[config.mk]
export PLATFORM = sky130hd
export DESIGN_NAME = ifu_fetch
export DESIGN_NICKNAME = d
export VERILOG_FILES = /design/src/rtl/ifu_fetch.sv
export SDC_FILE = /design/constraint.sdc
export NUM_CORES = 1
export LEC_CHECK = 0
export CAP_MARGIN = 25
export CORE_MARGIN = 1
export CORE_UTILIZATION = 45
export DETAILED_ROUTE_END_ITERATION = 12
export PLACE_DENSITY_LB_ADDON = 0.15
export SLEW_MARGIN = 0
export SYNTH_ARGS = -nofsm -noshare
export SYNTH_HDL_FRONTEND = slang
export SYNTH_SLANG_ARGS = --single-unit
[constraint.sdc]
create_clock -name clk -period 4.9 [get_ports clk]
set_input_delay 0.735 -clock clk [delete_from_list [all_inputs] [get_ports clk]]
set_output_delay 0.735 -clock clk [all_outputs]
set_load 0.005 [all_outputs]
[src/rtl/ifu_fetch.sv]
// Instruction fetch unit: fetches a word at pc, presents it to the control unit, then steps or redirects the pc.
// Optional macro IFU_HALT_EN: accepting opcode 6'b111111 parks the unit in HALT until reset.
module ifu_fetch #(
  parameter logic [31:0] RESET_PC = 32'h0000_0000
) (
  input  logic        clk,
  input  logic        rst,
  output logic        imem_req,
  output logic [31:0] imem_addr,
  input  logic        imem_ack,
  input  logic [31:0] imem_data,
  output logic [5:0]  opcode,
  output logic [4:0]  funct,
  output logic [15:0] imm,
  output logic        valid,
  input  logic        ready,
  input  logic        jump,
  input  logic        branch,
  input  logic        cond,
  input  logic        flag,
  output logic [31:0] pc
);

`ifdef IFU_HALT_EN
  typedef enum logic [1:0] {S_FETCH = 2'd0, S_ISSUE = 2'd1, S_HALT = 2'd2} state_e;
`else
  typedef enum logic {S_FETCH = 1'b0, S_ISSUE = 1'b1} state_e;
`endif

  state_e      state_q, state_d;
  logic [31:0] pc_q, pc_d;
  logic [31:0] instr_q, instr_d;

  logic [31:0] pc4;
  logic        redirect;
  logic [31:0] target;

  function automatic logic [31:0] jump_target(input logic [31:0] pc_plus4,
                                              input logic [25:0] index);
    return {pc_plus4[31:28], index, 2'b00};
  endfunction

  function automatic logic [31:0] branch_target(input logic [31:0] pc_plus4,
                                                input logic [15:0] offset);
    logic signed [31:0] byte_off;
    byte_off = {{14{offset[15]}}, offset, 2'b00};
    return pc_plus4 + byte_off;
  endfunction

  assign pc4      = pc_q + 32'd4;
  assign redirect = (jump | branch) & (~cond | flag);
  // Jump wins when both redirect kinds are decoded together.
  assign target   = jump ? jump_target(pc4, instr_q[25:0])
                         : branch_target(pc4, instr_q[15:0]);

  always_ff @(posedge clk) begin
    if (rst) begin
      state_q <= S_FETCH;
      pc_q    <= RESET_PC;
      instr_q <= '0;
    end else begin
      state_q <= state_d;
      pc_q    <= pc_d;
      instr_q <= instr_d;
    end
  end

  always_comb begin
    state_d  = state_q;
    pc_d     = pc_q;
    instr_d  = instr_q;
    imem_req = 1'b0;
    valid    = 1'b0;
    case (state_q)
      S_FETCH: begin
        imem_req = 1'b1;
        if (imem_ack) begin
          instr_d = imem_data;
          state_d = S_ISSUE;
        end
      end
      S_ISSUE: begin
        valid = 1'b1;
        if (ready) begin
          pc_d    = redirect ? target : pc4;
          state_d = S_FETCH;
`ifdef IFU_HALT_EN
          if (instr_q[31:26] == 6'b111111) state_d = S_HALT;
`endif
        end
      end
`ifdef IFU_HALT_EN
      S_HALT: begin
        state_d = S_HALT;
      end
`endif
      default: state_d = S_FETCH;
    endcase
  end

  // Fields read as zero (a NOP) whenever nothing is being issued.
  assign opcode    = valid ? instr_q[31:26] : 6'd0;
  assign funct     = valid ? instr_q[4:0]   : 5'd0;
  assign imm       = valid ? instr_q[15:0]  : 16'd0;
  assign imem_addr = pc_q;
  assign pc        = pc_q;

endmodule

==> results of run 1 <==
[layout make-up]
type                       instances  area [um2]
sequential                        63        1261
clock inverter                     7       48.80
clock buffer                       9       225.2
fill                            1114        5067
tap                              168       210.2
inverter                          11       41.29
timing repair buffer             138        1391
multi-input combinational        623        3916
[worst paths after layout]
| kind | slack, ns | cells past startpoint | from | endpoint |
|---|---|---|---|---|
| min reg2reg | 0.45 | 2 | instr_q[27]$_SDFFE_PP0P_ | instr_q[27]$_SDFFE_PP0P_ |
| max reg2reg | 0.71 | 12 | imem_addr[2]$_SDFFE_PP0P_ | imem_addr[31]$_SDFFE_PP0P_ |
| max | 0.71 | 12 | imem_addr[2]$_SDFFE_PP0P_ | imem_addr[31]$_SDFFE_PP0P_ |
| min | 0.45 | 2 | instr_q[27]$_SDFFE_PP0P_ | instr_q[27]$_SDFFE_PP0P_ |
[power by group through the flow]
| stage | logic (mW) | registers (mW) | clock network [mW] |
|---|---|---|---|
| 6_report | 0.309 | 0.576 | 0.605 |
| 4_1_cts | 0.301 | 0.575 | 0.615 |
| 3_5_place_dp | 0.299 | 0.586 | 0 |
| 2_1_floorplan | 0.188 | 0.572 | 0 |
| 5_1_grt | 0.338 | 0.581 | 0.633 |
| 3_3_place_gp | 0.292 | 0.585 | 0 |
[cells by family (layout without fill, tap and decap cells)]
group,after synthesis,count (layout),share of synthesized area (%)
compound gates,235,235,26.10
xor+xnor,47,47,7.399
fa+ha+maj,38,38,8.525
buf+inv,93,165,8.856
flops,63,63,22.26
mux,5,5,0.9717
other cells,1,4,0.06619
simple gates,294,294,25.82
[stage by stage]
step	area, um2	utilization [%]	hold WS (ns)	power (mW)	setup slack [ns]
after floorplan	5677	-	0.4317	0.7607	1.301
after global placement	6765	55.63	0.4405	0.8766	0.9415
after detailed placement	6793	55.85	0.4508	0.8856	0.7989
after CTS	7067	58.11	0.4579	1.492	0.7928
after global routing	7094	58.33	0.4779	1.552	0.3271
final	7094	58.33	0.4532	1.491	0.7135
[layer usage]
metal  GRT usage (%)  vias to the layer above  wire length, um
li1                -                     2894                -
met1           39.99                     2797             8296
met2           43.80                      311             7817
met3           6.670                       38             1795
met4           11.60                        0              479
met5               0                        -                0
[cell usage in the layout, fill, tap and decap left out, types with 6 or more instances in the layout]
cell	instances
ha_1	37
o22ai_1	6
a31oi_1	10
xor2_1	19
nand3_1	24
a21o_1	15
clkbuf_16	9
inv_1	11
and2_1	27
nor3_1	16
dfxtp_1	63
a21oi_1	91
nor2_1	36
buf_4	8
o211ai_1	14
and3_1	11
or3_1	6
a211oi_1	6
o21ai_0	43
nand2_1	125
nand4_1	13
clkdlybuf4s50_1	127
xnor2_1	27
[registers in the layout, indices dropped and copies added, names as in the netlist]
signal,flops
instr_q,32
imem_addr,30
state_q,1
[worst register-to-register path, delay by kind of cell (launching register included)]
| family | cells | cell delay (ns) |
|---|---|---|
| compound gates | 3 | 0.46 |
| xor+xnor | 1 | 0.16 |
| fa+ha+maj | 2 | 0.86 |
| flops | 1 | 0.52 |
| simple gates | 6 | 2.06 |
==> impl_metrics.toml, run 1 <==
[clocking]
clock_sinks = 63
cts_hold_buffers = 0
ctsResizeCount = 0
cts_root_buf = "clkbuf_16"
numCtsBuffers = 9
clkLatencyLatePin_ns = 0.35
cts_tree = "done"
htree_levels = 3
clockBufferDepth = 2
clk_pin_slew_ns = 0.07
post_cts_buffers = 0

[place]
gp_congestion = 1.002
place_inst = 1002
dpl.hpwl_mm = 13.34
portBuffers = 128

[cells_and_area]
drive_above_1_share_pct = 5.288
area_growth_pct = 25.22
final_nets = 924
fin_cells = 1019
n_antenna_cell = 0

[setup_path]
crit_buf_inv = 0
criticalPathCategory = "reg2reg"
crit_top_cell = "ha_1"
cp_cell_sequence = "ha_1, nand2_1, nor3_1, xor2_1, ha_1, nand4_1, nor4_1, a2111o_1, a21oi_2, or4b_2, nand3_1, o221ai_1"
crit_required_ns = 5.11
critical_path.max_fanout = 11
crit_family = "simple AND/OR/NAND/NOR gates"
cp-start-kind = "flop"
critPathSlowestCell = "or4b_2"
critPathCaptureType = "flop"
slowest_delay_ns = 0.65
cp.arrival_ns = 4.40

[detailed_routing]
ant_nets = 0
via_per_inst = 5.927
wl_mm = 18.39
drt-pass1-iter-count = 6
drc = 0
vias = 6040
drt_iter0_drc = 516
wl_per_cell_um = 18.05

[timing]
skew_ns = 0.01208
hold_violations = 0
maxSlewViolCount = 0
final.setup.tns_ns = 0
setup_viol = 0
tightestPinTransition_ns = 0.8544
max_slew_margin_pct = 42.83
fmax_mhz = 238.9
period_needed_ns = 4.186
rsz0062_at_grt = "false"
timing.final.crit_share_pct = 85.44

[global_route]
antenna_found_initial = 0
grt_use_total_pct = 29.08
grt_pass1_vias = 5671
grt_max_degree = 61
grt-ovfl-total = 0
grt_pass1_wl_mm = 29.56

[floorplan]
die_h_um = 114.2
initial_core_util_pct = 46.58
dieArea_um2 = 13040
ios = 133
fp-row-count = 40
dieWidth_um = 114.2
coreArea_um2 = 12160

[hold_path]
hp-class = "reg2reg"

[logic_synthesis]
synth_top_area_share_pct = 22.26
async_flop_share_pct = 0
synth_area_um2 = 5665
seq_area_frac_synth_pct = 22.26
synth_seq_cells = 63
synthTopCellsByArea = "dfxtp_1 (22%), nand2_1 (8.3%), ha_1 (8.2%)"
synth_top_flop_cell = "dfxtp_1"
synth_area_leader_cell = "dfxtp_1"
synth_edf_count = 0
syn_avg_cell_area_um2 = 7.301
synth_cells = 776
synth_cell_type_count = 71
yosysMostFrequentCell = "nand2_1"
ys_warn_count = 0
synth_common_cells = "nand2_1 (125), a21oi_1 (91), dfxtp_1 (63)"

[pwr]
sequentialPowerShare_pct = 38.7
p_leak_nw = 2.784
power-per-cell-area_nw_per_um2 = 210.1
clock_power_share_pct = 40.6
pwr-share-comb_pct = 20.7
ir_drop_mv = 0.2310
intPower_mw = 1.025
netSwitchingFraction_pct = 31.21
switchingPower_uw = 465.2

[run_status]
status = "completed"

[job]
maxCapViolCount = 0
(Power assumes the default switching activity.)
==> run 2, diff against run 1 <==
Settings changed: RECOVER_POWER set to 100.
==> impl_metrics.toml, run 2 (synthesis results as in run 1) <==
[global_route]
grt_use_total_pct = 29.08
antenna_found_initial = 0
grt-ovfl-total = 0
grt_pass1_wl_mm = 29.56
grt_max_degree = 61
grt_pass1_vias = 5671

[setup_path]
criticalPathCategory = "in2reg"
crit_required_ns = 5.17
cp-start-kind = "input port"
critPathCaptureType = "flop"
cp.arrival_ns = 4.68
critical_path.max_fanout = 41

[detailed_routing]
drc = 0
ant_nets = 0
wl_mm = 18.38
via_per_inst = 5.928
drt-pass1-iter-count = 5
drt_iter0_drc = 519
wl_per_cell_um = 18.04
vias = 6041

[timing]
period_needed_ns = 4.413
tightestPinTransition_ns = 2.025
skew_ns = 0.01144
timing.final.crit_share_pct = 90.06
fin_ws_ns = 0.4871
setup_viol = 0
maxSlewViolCount = 42
rsz0062_at_grt = "false"
fmax_mhz = 226.6
max_slew_margin_pct = -35.01
hold_violations = 0
final.setup.tns_ns = 0

[job]
maxCapViolCount = 1

[run_status]
violations = "max-capacitance violations, max-slew violations"
status = "finished with violations"

[clocking]
htree_levels = 3
numCtsBuffers = 9
ctsResizeCount = 0
clockBufferDepth = 2
post_cts_buffers = 0
cts_hold_buffers = 0
cts_root_buf = "clkbuf_16"
clk_pin_slew_ns = 0.06
clock_sinks = 63
clkLatencyLatePin_ns = 0.35
cts_tree = "done"

[cells_and_area]
largest-register = "instr_q"
final-seq-area_um2 = 1261
drive_above_1_share_pct = 4.700
area_growth_pct = 24.49
multi_input_area_um2 = 3905
largest_reg_flops = 32
final_common_cell = "nand2_1"
final_cell_mix = "nand2_1 (125), a21oi_1 (92), dlygate4sd3_1 (69)"
final_nets = 924
fillers = 1122
n_antenna_cell = 0

[floorplan]
ios = 133
coreArea_um2 = 12160
fp-row-count = 40
dieWidth_um = 114.2
die_h_um = 114.2
initial_core_util_pct = 46.58
dieArea_um2 = 13040

[pwr]
power-per-cell-area_nw_per_um2 = 209.8
ir_drop_mv = 0.2293
p_leak_nw = 2.973

[place]
gp_congestion = 1.002
pre_cts_slack_ns = 0.7989
dpl.hpwl_mm = 13.34
portBuffers = 128

[hold_path]
hp-class = "reg2reg"
-- run 2: cell types whose count changed in the layout (fill, tap and decap cells not counted), moves of 2 or more --
| cell | previous run | this run |
|---|---|---|
| and2_0 | 0 | 22 |
| clkbuf_1 | 0 | 2 |
| dlygate4sd3_1 | 0 | 69 |
| and2_1 | 27 | 5 |
| clkdlybuf4s50_1 | 127 | 58 |
| buf_4 | 8 | 6 |
-- run 2: worst paths after layout --
path / from / slack (ns) / cells after the start / end
max reg2reg: imem_addr[2]$_SDFFE_PP0P_ / 0.69 / 12 / imem_addr[31]$_SDFFE_PP0P_
min reg2reg: instr_q[27]$_SDFFE_PP0P_ / 0.45 / 2 / instr_q[27]$_SDFFE_PP0P_
max: jump / 0.49 / 8 / imem_addr[19]$_SDFFE_PP0P_
min: instr_q[27]$_SDFFE_PP0P_ / 0.45 / 2 / instr_q[27]$_SDFFE_PP0P_
-- run 2: metrics by stage --
stage               hold slack, ns  total power, mW  area [um2]  cells  utilization [%]
floorplan                   0.4317           0.7607        5677    779                -
global placement            0.4405           0.8766        6765   1001            55.63
detailed placement          0.4508           0.8856        6793   1002            55.85
CTS                         0.4579            1.492        7067   1018            58.11
global route                0.4800            1.541        7053   1019            57.99
finish                      0.4545            1.480        7053   1019            57.99
-- run 2: layer usage --
layer,vias to the layer above,wire [um],GRT usage [%]
met5,-,0,0
li1,2890,-,-
met2,318,7825,43.80
met3,45,1800,6.670
met4,0,498,11.60
met1,2788,8260,39.99
-- run 2: layout make-up --
| class | instances | area share, % |
|---|---|---|
| repair buffers | 138 | 19.30 |
| well taps | 168 | 2.980 |
| flip-flops and latches | 63 | 17.88 |
| clock buffers | 9 | 3.193 |
| inverters | 11 | 0.5854 |
| multi-input cells | 623 | 55.37 |
| clock inverters | 7 | 0.6919 |
-- run 2: report_power, final --
group	switching, mW	internal, mW	total (mW)
Sequential	0.0390	0.537	0.576
Clock	0.263	0.343	0.605
Combinational	0.163	0.135	0.298
-- run 2: critical path: stages --
cell           delay (ns)
dlygate4sd3_1        0.55
clkbuf_1             1.45
o22a_1               0.53
clkbuf_2             0.64
nand3_1              0.17
o311a_1              0.24
nor2b_1              0.14
a211oi_1             0.23
